$ cat src/rtl/qerv_pkg.sv
// Shared types and encodings for the serial data-bus interface.
package qerv_pkg;

  // Bus interface controller states
  typedef enum logic [1:0] {
    ST_IDLE    = 2'd0,
    ST_COLLECT = 2'd1,
    ST_REQ     = 2'd2,
    ST_RETURN  = 2'd3
  } state_t;

  // Access size encodings; 2'b11 behaves as a word access
  localparam logic [1:0] SZ_BYTE = 2'b00;
  localparam logic [1:0] SZ_HALF = 2'b01;
  localparam logic [1:0] SZ_WORD = 2'b10;

  // A request is rejected when the byte offset does not fit the access size
  function automatic logic is_misaligned(input logic [1:0] size, input logic [1:0] lsb);
    logic bad;
    bad = 1'b0;
    case (size)
      SZ_BYTE: bad = 1'b0;
      SZ_HALF: bad = lsb[0];
      default: bad = (lsb != 2'b00);
    endcase
    return bad;
  endfunction

endpackage

$ cat src/rtl/qerv_dbus_lane.sv
// Combinational byte-lane steering: select mask, store replication, load align.
module qerv_dbus_lane
  import qerv_pkg::*;
(
  input  logic [1:0]  size,
  input  logic [1:0]  lsb,
  input  logic [31:0] st_data,
  input  logic [31:0] rdt,
  output logic [3:0]  sel,
  output logic [31:0] dat,
  output logic [31:0] ld_data
);

  // Lane mask and replicated store data depend only on the access size and offset
  always_comb begin
    sel = 4'b1111;
    dat = st_data;
    case (size)
      SZ_BYTE: begin
        sel = 4'b0001 << lsb;
        dat = {4{st_data[7:0]}};
      end
      SZ_HALF: begin
        sel = 4'b0011 << lsb;
        dat = {2{st_data[15:0]}};
      end
      default: begin
        sel = 4'b1111;
        dat = st_data;
      end
    endcase
  end

  // Right-align the addressed bytes of the read word
  assign ld_data = rdt >> {lsb, 3'b000};

endmodule

$ cat src/rtl/qerv_dbus_if.sv
// Serial-to-Wishbone data bus interface: collects store data serially,
// performs one Wishbone transfer, and streams load data back serially.
module qerv_dbus_if
  import qerv_pkg::*;
#(
  parameter int BITS_PER_CYCLE = 1
) (
  input  logic                      i_clk,
  input  logic                      i_rst,
  input  logic                      i_start,
  input  logic                      i_we,
  input  logic [1:0]                i_size,
  input  logic                      i_signed,
  input  logic [31:0]               i_adr,
  input  logic [1:0]                i_lsb,
  input  logic                      i_en,
  input  logic [BITS_PER_CYCLE-1:0] i_rs2,
  output logic [BITS_PER_CYCLE-1:0] o_rd,
  output logic                      o_busy,
  output logic                      o_done,
  output logic                      o_misalign,
  output logic [31:0]               o_wb_adr,
  output logic [31:0]               o_wb_dat,
  output logic [3:0]                o_wb_sel,
  output logic                      o_wb_we,
  output logic                      o_wb_cyc,
  input  logic [31:0]               i_wb_rdt,
  input  logic                      i_wb_ack
);

  localparam int BEATS = 32 / BITS_PER_CYCLE;
  localparam int CW    = $clog2(BEATS);
  localparam logic [CW-1:0] LAST_BEAT = CW'(BEATS - 1);

  state_t        state_reg, state_next;
  logic [CW-1:0] cnt_reg, cnt_next;
  logic [31:0]   data_reg, data_next;
  logic          we_reg, we_next;
  logic [1:0]    size_reg, size_next;
  logic          signed_reg, signed_next;
  logic [1:0]    lsb_reg, lsb_next;
  logic [31:0]   adr_next, dat_next;
  logic [3:0]    sel_next;
  logic          wbwe_next, cyc_next, done_next, mis_next;

  logic [31:0]   shift_data;
  logic [1:0]    lane_size, lane_lsb;
  logic [3:0]    lane_sel;
  logic [31:0]   lane_dat, lane_ld;
  logic          sign_bit;
  logic [5:0]    ret_width;
  logic          unused_adr;

  assign unused_adr = ^i_adr[1:0];

  // New store data enters at the MSB end so the word is LSB-aligned after BEATS shifts
  assign shift_data = {i_rs2, data_reg[31:BITS_PER_CYCLE]};

  // In IDLE the request fields are not latched yet, so steer with the live inputs
  assign lane_size = (state_reg == ST_IDLE) ? i_size : size_reg;
  assign lane_lsb  = (state_reg == ST_IDLE) ? i_lsb  : lsb_reg;

  qerv_dbus_lane u_lane (
    .size    (lane_size),
    .lsb     (lane_lsb),
    .st_data (shift_data),
    .rdt     (i_wb_rdt),
    .sel     (lane_sel),
    .dat     (lane_dat),
    .ld_data (lane_ld)
  );

  // State and datapath registers with synchronous reset
  always_ff @(posedge i_clk) begin
    if (i_rst) begin
      state_reg  <= ST_IDLE;
      cnt_reg    <= '0;
      data_reg   <= '0;
      we_reg     <= 1'b0;
      size_reg   <= SZ_BYTE;
      signed_reg <= 1'b0;
      lsb_reg    <= 2'b00;
      o_wb_adr   <= '0;
      o_wb_dat   <= '0;
      o_wb_sel   <= '0;
      o_wb_we    <= 1'b0;
      o_wb_cyc   <= 1'b0;
      o_done     <= 1'b0;
      o_misalign <= 1'b0;
    end else begin
      state_reg  <= state_next;
      cnt_reg    <= cnt_next;
      data_reg   <= data_next;
      we_reg     <= we_next;
      size_reg   <= size_next;
      signed_reg <= signed_next;
      lsb_reg    <= lsb_next;
      o_wb_adr   <= adr_next;
      o_wb_dat   <= dat_next;
      o_wb_sel   <= sel_next;
      o_wb_we    <= wbwe_next;
      o_wb_cyc   <= cyc_next;
      o_done     <= done_next;
      o_misalign <= mis_next;
    end
  end

  // Next-state and registered-output logic
  always_comb begin
    state_next  = state_reg;
    cnt_next    = cnt_reg;
    data_next   = data_reg;
    we_next     = we_reg;
    size_next   = size_reg;
    signed_next = signed_reg;
    lsb_next    = lsb_reg;
    adr_next    = o_wb_adr;
    dat_next    = o_wb_dat;
    sel_next    = o_wb_sel;
    wbwe_next   = o_wb_we;
    cyc_next    = o_wb_cyc;
    done_next   = 1'b0;
    mis_next    = 1'b0;
    case (state_reg)
      ST_IDLE: begin
        if (i_start) begin
          if (is_misaligned(i_size, i_lsb)) begin
            mis_next = 1'b1;
          end else begin
            we_next     = i_we;
            size_next   = i_size;
            signed_next = i_signed;
            lsb_next    = i_lsb;
            cnt_next    = '0;
            if (i_we) begin
              state_next = ST_COLLECT;
            end else begin
              state_next = ST_REQ;
              cyc_next   = 1'b1;
              wbwe_next  = 1'b0;
              sel_next   = lane_sel;
              adr_next   = {i_adr[31:2], 2'b00};
              dat_next   = '0;
            end
          end
        end
      end
      ST_COLLECT: begin
        if (i_en) begin
          data_next = shift_data;
          cnt_next  = cnt_reg + CW'(1);
          if (cnt_reg == LAST_BEAT) begin
            state_next = ST_REQ;
            cyc_next   = 1'b1;
            wbwe_next  = 1'b1;
            sel_next   = lane_sel;
            adr_next   = {i_adr[31:2], 2'b00};
            dat_next   = lane_dat;
          end
        end
      end
      ST_REQ: begin
        if (o_wb_cyc && i_wb_ack) begin
          cyc_next  = 1'b0;
          wbwe_next = 1'b0;
          sel_next  = 4'b0000;
          if (we_reg) begin
            done_next  = 1'b1;
            state_next = ST_IDLE;
          end else begin
            data_next  = lane_ld;
            cnt_next   = '0;
            state_next = ST_RETURN;
          end
        end
      end
      ST_RETURN: begin
        if (i_en) begin
          cnt_next = cnt_reg + CW'(1);
          if (cnt_reg == LAST_BEAT) begin
            done_next  = 1'b1;
            state_next = ST_IDLE;
          end
        end
      end
      default: state_next = ST_IDLE;
    endcase
  end

  // Significant width of the load and the bit used for extension
  always_comb begin
    ret_width = 6'd32;
    sign_bit  = data_reg[31];
    case (size_reg)
      SZ_BYTE: begin
        ret_width = 6'd8;
        sign_bit  = data_reg[7];
      end
      SZ_HALF: begin
        ret_width = 6'd16;
        sign_bit  = data_reg[15];
      end
      default: begin
        ret_width = 6'd32;
        sign_bit  = data_reg[31];
      end
    endcase
  end

  // Each serial output lane picks its data bit or the extension bit
  generate
    for (genvar gi = 0; gi < BITS_PER_CYCLE; gi++) begin : g_rd
      logic [5:0] pos;
      logic       bit_val;
      assign pos     = 6'(cnt_reg) * 6'(BITS_PER_CYCLE) + 6'(gi);
      assign bit_val = (pos < ret_width) ? data_reg[pos[4:0]] : (signed_reg & sign_bit);
      assign o_rd[gi] = (state_reg == ST_RETURN) && i_en && bit_val;
    end
  endgenerate

  assign o_busy = (state_reg != ST_IDLE);

endmodule

$ cat config.mk
export PLATFORM = sky130hd
export DESIGN_NAME = qerv_dbus_if
export DESIGN_NICKNAME = d
export VERILOG_FILES = /design/src/rtl/qerv_pkg.sv /design/src/rtl/qerv_dbus_lane.sv /design/src/rtl/qerv_dbus_if.sv
export SDC_FILE = /design/constraint.sdc
export NUM_CORES = 1
export LEC_CHECK = 0
export ABC_AREA = 0
export CAP_MARGIN = 20
export CORE_MARGIN = 5
export CORE_UTILIZATION = 40
export CTS_CLUSTER_DIAMETER = 120
export DETAILED_ROUTE_END_ITERATION = 8
export GPL_TIMING_DRIVEN = 1
export PLACE_DENSITY = 0.69
export REMOVE_ABC_BUFFERS = 1
export SETUP_SLACK_MARGIN = 0.2
export SYNTH_ARGS = -nofsm -noshare
export SYNTH_HDL_FRONTEND = slang
export SYNTH_HIERARCHICAL = 1
export SYNTH_SLANG_ARGS = --single-unit
$ cat constraint.sdc
create_clock -name i_clk -period 3.9 [get_ports i_clk]
set_input_delay 0.975 -clock i_clk [delete_from_list [all_inputs] [get_ports i_clk]]
set_output_delay 0.975 -clock i_clk [all_outputs]
set_load 0.02 [all_outputs]
==> flow_metrics.env, run 1 <==
export IMPL_synthAdderAreaFrac=0.00639
export IMPL_synth_top_area_cell="dfxtp_1"
export IMPL_ctsRootBufferMaster="clkbuf_16"
export IMPL_async_flop_share=0
export IMPL_cts_max_level=4
export IMPL_grt_max_degree=72
export IMPL_timing_rr_start="cnt_reg[1]"
export IMPL_synth_compound_area_frac=0.177
export IMPL_netlist_top_cells_area="dfxtp_1, mux2i_1, nor2_1"
export IMPL_hold_start="o_wb_adr[12]"
export IMPL_finalHoldViolCount=0
export IMPL_cp_end_kind="primary output"
export IMPL_core_area_um2=14500
export IMPL_wl_per_cell_um=17.5
export IMPL_cts_clk_slew_worst_paths_ns=0.05
export IMPL_synth_edf_count=0
export IMPL_multi_input_area_um2=3180
export IMPL_synth_main_ff_cell="dfxtp_1"
export IMPL_fin_setup_tns_ns=0
export IMPL_maxSlewHeadroom=0.531
export IMPL_p_int_uw=2520
export IMPL_p_sw_uw=806
export IMPL_routed_wl_um=16800
export IMPL_p_seq_frac=0.378
export IMPL_dp_cells=927
export IMPL_layoutNonFillerInstCount=958
export IMPL_status="finished, final reports clean"
export IMPL_p_sw_frac=0.242
export IMPL_reg2reg_depth=8
export IMPL_seqCellArea_um2=2300
export IMPL_finalCritPeriodShare=0.900
export IMPL_grt_ovfl_total=0
export IMPL_die_w_um=131
export IMPL_synthXorXnorAreaFrac=0
export IMPL_slew_viol_final=0
export IMPL_cts_sinks=115
export IMPL_ys_ff_latch=115
export IMPL_drt_initial_drc_count=421
export IMPL_yosys_area_share_simple=0.151
export IMPL_drc=0
export IMPL_grt_pass1_wl_um=27800
export IMPL_clockPowerShare=0.475
export IMPL_irDropWorstVdd_v=0.000299
export IMPL_cp_data_required_time_ns=2.92
export IMPL_fin_crit_ns=3.51
export IMPL_antenna_cells=0
export IMPL_hold_class="reg2reg"
export IMPL_clock_fmax_mhz=285
export IMPL_start_kind="input pin"
export IMPL_synth_area_um2=5880
export IMPL_criticalPathCategory="in2out"
export IMPL_insertion_delay_ns=0.41
export IMPL_dp_hpwl_um=11600
export IMPL_yosys_warnings=6
export IMPL_yosysSeqAreaShare=0.392
export IMPL_postRouteAntennaNets=0
export IMPL_tritoncts="done"
export IMPL_drv_cap=0
export IMPL_postCtsHoldBufs=0
export IMPL_rsz0062_at_grt="no"
export IMPL_gp_congestion=0.837
export IMPL_track_usage=0.193
export IMPL_synth_distinct_cells=55
export IMPL_ioPinCount=150
export IMPL_die_h_um=131
export IMPL_power_density_nw_per_um2=420
export IMPL_whs_endpoint="o_wb_adr[12]"
export IMPL_pwr_share_comb=0.147
export IMPL_row_count=44
export IMPL_crit_fanout=2
export IMPL_finalPower_uw=3320
export IMPL_final_cell_mix="clkdlybuf4s50_1, dfxtp_1, nor2_1, mux2i_1, nand2_1"
export IMPL_area_growth_pct=34.7
export IMPL_cts_buffers=17
export IMPL_syn_area_per_cell_um2=9.08
export IMPL_setup_viol=0
export IMPL_tightestPinTransition_ns=0.703
export IMPL_antenna_found_initial=0
export IMPL_firstDrtPassIters=5
export IMPL_r2r_end="o_wb_dat[16]"
export IMPL_min_path_cells=2
export IMPL_reg2reg_slack_ns=1.37
export IMPL_yosys_area_top_type_share=0.392
export IMPL_nets=841
export IMPL_n_fill_cell=1302
export IMPL_num_vias=5134
export IMPL_dieArea_um2=17200
export IMPL_grt_pass1_vias=5407
export IMPL_syn_inst=647
export IMPL_viasPerCell=5.36
export IMPL_portBuffers=145
export IMPL_p_leak_uw=0.00282
export IMPL_synth_top_family_by_area="multiplexers"
export IMPL_drive_gt1_frac=0.101
export IMPL_clock_skew_ns=0.00691
export IMPL_mostFrequentLayoutCell="clkdlybuf4s50_1"
export IMPL_synth_area_mux_share=0.204
export IMPL_cts_buffer_depth=2
export IMPL_start_util=0.406
export IMPL_worstPathArrival_ns=2.54
-- through the flow --
step | util | area, um^2 | setup WS, ns | hold WS, ns
final | 0.547 | 7920 | 0.390 | 0.453
after global routing | 0.547 | 7920 | 0.257 | 0.474
after CTS | 0.547 | 7910 | 0.386 | 0.456
after detailed placement | 0.505 | 7320 | 0.131 | 0.448
after global placement | 0.505 | 7320 | 0.0754 | 0.442
after floorplan | - | 5490 | 0.975 | 0.459
-- cells by family after synthesis --
| group | after synthesis |
|---|---|
| buffers and inverters | 68 |
| adder cells (fa/ha/maj) | 3 |
| flip-flops | 115 |
| multiplexers | 109 |
| other | 1 |
| AO/OA/AOI/OAI | 149 |
| AND/OR/NAND/NOR | 202 |
-- worst max path at each step --
stage	end	start	depth (start not counted)	slack, ns
after global routing	o_rd	cnt_reg[0]	6	0.26
after global placement	o_rd	i_en	6	0.08
after detailed placement	o_rd	i_en	6	0.13
after floorplan	o_rd	i_en	4	0.97
final	o_rd	i_en	6	0.39
after CTS	o_rd	cnt_reg[2]	6	0.39
-- power groups by stage --
stage / combinational (uW) / clock (uW) / sequential, uW
2_1_floorplan: 252 / 0 / 1280
4_1_cts: 487 / 1610 / 1260
6_report: 488 / 1580 / 1260
3_3_place_gp: 472 / 0 / 1280
3_5_place_dp: 484 / 0 / 1280
5_1_grt: 527 / 1660 / 1260
-- repair_timing --
action	in CTS	in global routing
resized for setup	2	1
hold endpoints to repair	0	0
endpoints found under the setup margin	1	1
setup buffers	0	0
-- synthesized netlist by cell type, drive strengths merged (5+ instances only) --
library cell  count
a211oi           32
clkbuf           19
mux4              6
o21ai            10
a21oi            38
a22oi            35
dfxtp           115
mux2i            82
a22o              5
mux2             21
nor2             93
o2bb2ai           8
nand2b            6
buf              45
nand2            77
nor2b             5
and2              9
-- per-layer routing --
layer	share of wire	routed length, um	GRT usage	vias to the layer above
met3	0.043	714	0.0409	24
met5	0	0	0	-
met4	0.019	320	0.0739	0
met1	0.45	7520	0.241	2430
met2	0.49	8210	0.327	146
li1	-	-	-	2534
-- worst max-delay path, cell delays in order --
cell,delay (ns)
clkdlybuf4s50_1,0.48
and2_1,0.16
nand3_1,0.08
a311o_1,0.29
o22ai_1,0.16
dlygate4sd2_1,0.38
-- area by class of cell --
type,instances,share of cell area
multi-input combinational,465,0.401
sequential,115,0.291
timing repair buffer,159,0.201
clock buffer,27,0.0635
tap,184,0.0291
clock inverter,4,0.0120
inverter,4,0.00190
Note: power is estimated with default switching activity, not from simulation.
==> inputs of run 2 (changes only) <==
--- a/config.mk
+++ b/config.mk
@@ -17,2 +17,3 @@
 export SETUP_SLACK_MARGIN = 0.2
+export SKIP_CTS_REPAIR_TIMING = 1
 export SYNTH_ARGS = -nofsm -noshare
==> constraint.sdc (replaced) <==
create_clock -name i_clk -period 3.9 [get_ports i_clk]
set_input_delay 0.78 -clock i_clk [delete_from_list [all_inputs] [get_ports i_clk]]
set_output_delay 0.78 -clock i_clk [all_outputs]
set_load 0.02 [all_outputs]
==> flow_metrics.env, run 2 (synthesis gave the netlist of run 1 again) <==
export IMPL_status="finished, final reports clean"
export IMPL_crit_fanout=14
export IMPL_core_area_um2=14500
export IMPL_grt_pass1_wl_um=27100
export IMPL_whs_endpoint="o_wb_adr[29]"
export IMPL_fin_setup_tns_ns=0
export IMPL_reg2reg_slack_ns=1.14
export IMPL_area_growth_pct=34.7
export IMPL_die_w_um=131
export IMPL_cts_buffers=17
export IMPL_timing_rr_start="state_reg[0]"
export IMPL_finalHoldViolCount=0
export IMPL_postRouteAntennaNets=0
export IMPL_hold_start="o_wb_adr[29]"
export IMPL_clock_skew_ns=0.0117
export IMPL_cp_depth=6
export IMPL_clock_fmax_mhz=285
export IMPL_setup_viol=0
export IMPL_num_vias=5179
export IMPL_cts_buffer_depth=2
export IMPL_drive_gt1_frac=0.102
export IMPL_tightestPinTransition_ns=1.04
export IMPL_irDropWorstVdd_v=0.000300
export IMPL_power_density_nw_per_um2=435
export IMPL_cts_max_level=4
export IMPL_layoutNonFillerInstCount=955
export IMPL_crit_buf_inv=1
export IMPL_grt_max_degree=65
export IMPL_hold_class="reg2reg"
export IMPL_drt_initial_drc_count=340
export IMPL_dieArea_um2=17200
export IMPL_maxSlewHeadroom=0.303
export IMPL_finalCritPeriodShare=0.899
export IMPL_n_fill_cell=1278
export IMPL_cts_clk_slew_worst_paths_ns=0.05
export IMPL_wl_per_cell_um=17.4
export IMPL_worstPathArrival_ns=2.72
export IMPL_cts_sinks=115
export IMPL_nets=837
export IMPL_slowest_stage="clkdlybuf4s50_1"
export IMPL_slew_viol_final=0
export IMPL_final_cell_mix="clkdlybuf4s50_1, dfxtp_1, nor2_1, mux2i_1, nand2_1"
export IMPL_ctsRootBufferMaster="clkbuf_16"
export IMPL_start_kind="register"
export IMPL_min_path_cells=2
export IMPL_tritoncts="done"
export IMPL_fin_crit_ns=3.50
export IMPL_drv_cap=0
export IMPL_portBuffers=145
export IMPL_rsz0062_at_grt="no"
export IMPL_dp_cells=923
export IMPL_drc=0
export IMPL_die_h_um=131
export IMPL_dp_hpwl_um=11500
export IMPL_cp_data_required_time_ns=3.12
export IMPL_cp_end_kind="primary output"
export IMPL_finalWorstSetupSlack_ns=0.395
export IMPL_crit_family="buffers and inverters"
export IMPL_track_usage=0.190
export IMPL_mostFrequentLayoutCell="clkdlybuf4s50_1"
export IMPL_routed_wl_um=16600
export IMPL_crit_chain="mux4_2 > nor2b_1 > nor4b_1 > a311o_1 > o22ai_1 > clkdlybuf4s50_1"
export IMPL_viasPerCell=5.42
export IMPL_antenna_found_initial=0
export IMPL_insertion_delay_ns=0.42
export IMPL_r2r_end="data_reg[9]"
export IMPL_ioPinCount=150
export IMPL_criticalPathCategory="reg2out"
export IMPL_reg2reg_depth=6
export IMPL_post_place_ws_ns=0.420
export IMPL_firstDrtPassIters=4
export IMPL_grt_ovfl_total=0
export IMPL_start_util=0.406
export IMPL_antenna_cells=0
export IMPL_slowest_delay_ns=0.57
export IMPL_p_leak_uw=0.00282
export IMPL_grt_pass1_vias=5269
export IMPL_row_count=44
export IMPL_gp_congestion=0.816
## run 2: cell types whose count changed in the layout (fill, tap and decap cells not counted), sizes merged
| cell | previous run | this run |
|---|---|---|
| buf | 15 | 11 |
| bufinv | 3 | 5 |
| clkbuf | 27 | 22 |
| clkdlybuf4s50 | 143 | 144 |
| clkinv | 1 | 4 |
| clkinvlp | 0 | 1 |
| dlygate4sd2 | 1 | 0 |
## run 2: through the flow
| stage | total power [uW] | util | area [um^2] | hold WS [ns] |
|---|---|---|---|---|
| floorplan | 1540 | - | 5490 | 0.459 |
| finish | 3440 | 0.547 | 7920 | 0.454 |
| global placement | 1740 | 0.501 | 7260 | 0.442 |
| global route | 3570 | 0.547 | 7920 | 0.470 |
| detailed placement | 1750 | 0.501 | 7260 | 0.449 |
| CTS | 3470 | 0.546 | 7910 | 0.458 |
## run 2: worst reg2reg max path, delay by kind of cell, from the launching register on
| family | cells | cell delay (ns) |
|---|---|---|
| compound gates | 2 | 0.45 |
| flops | 1 | 0.69 |
| mux | 2 | 0.57 |
| simple gates | 2 | 0.96 |
## run 2: power by group
part           internal, uW  leakage [uW]  total (uW)  switching [uW]
clock network          1180      0.000320        1710             533
logic                   230       0.00157         475             245
registers              1210      0.000933        1260            43.4
## run 2: layout make-up
class	instances	area [um^2]	share of cell area
Tap cell	184	230	0.0291
Timing Repair Buffer	155	1540	0.194
Clock inverter	10	178	0.0224
Inverter	4	15.0	0.00190
Sequential cell	115	2310	0.291
Clock buffer	22	474	0.0599
Multi-Input combinational cell	465	3180	0.401
## run 2: worst max-delay path by stage
stage / from / to / slack (ns)
after CTS: cnt_reg[0] / o_rd / 0.08
after detailed placement: i_en / o_rd / 0.42
after global placement: i_en / o_rd / 0.40
after global routing: cnt_reg[0] / o_rd / 0.24
after floorplan: cnt_reg[0] / o_wb_sel[0] / 1.14
final: cnt_reg[0] / o_rd / 0.40
## run 2: metal layers
metal  GRT usage  share of wire  vias to the layer above
met5           0              0                        -
met4      0.0664          0.017                        0
met3      0.0516          0.053                       17
met2       0.314           0.49                      154
met1       0.238           0.44                     2477
li1            -              -                     2531
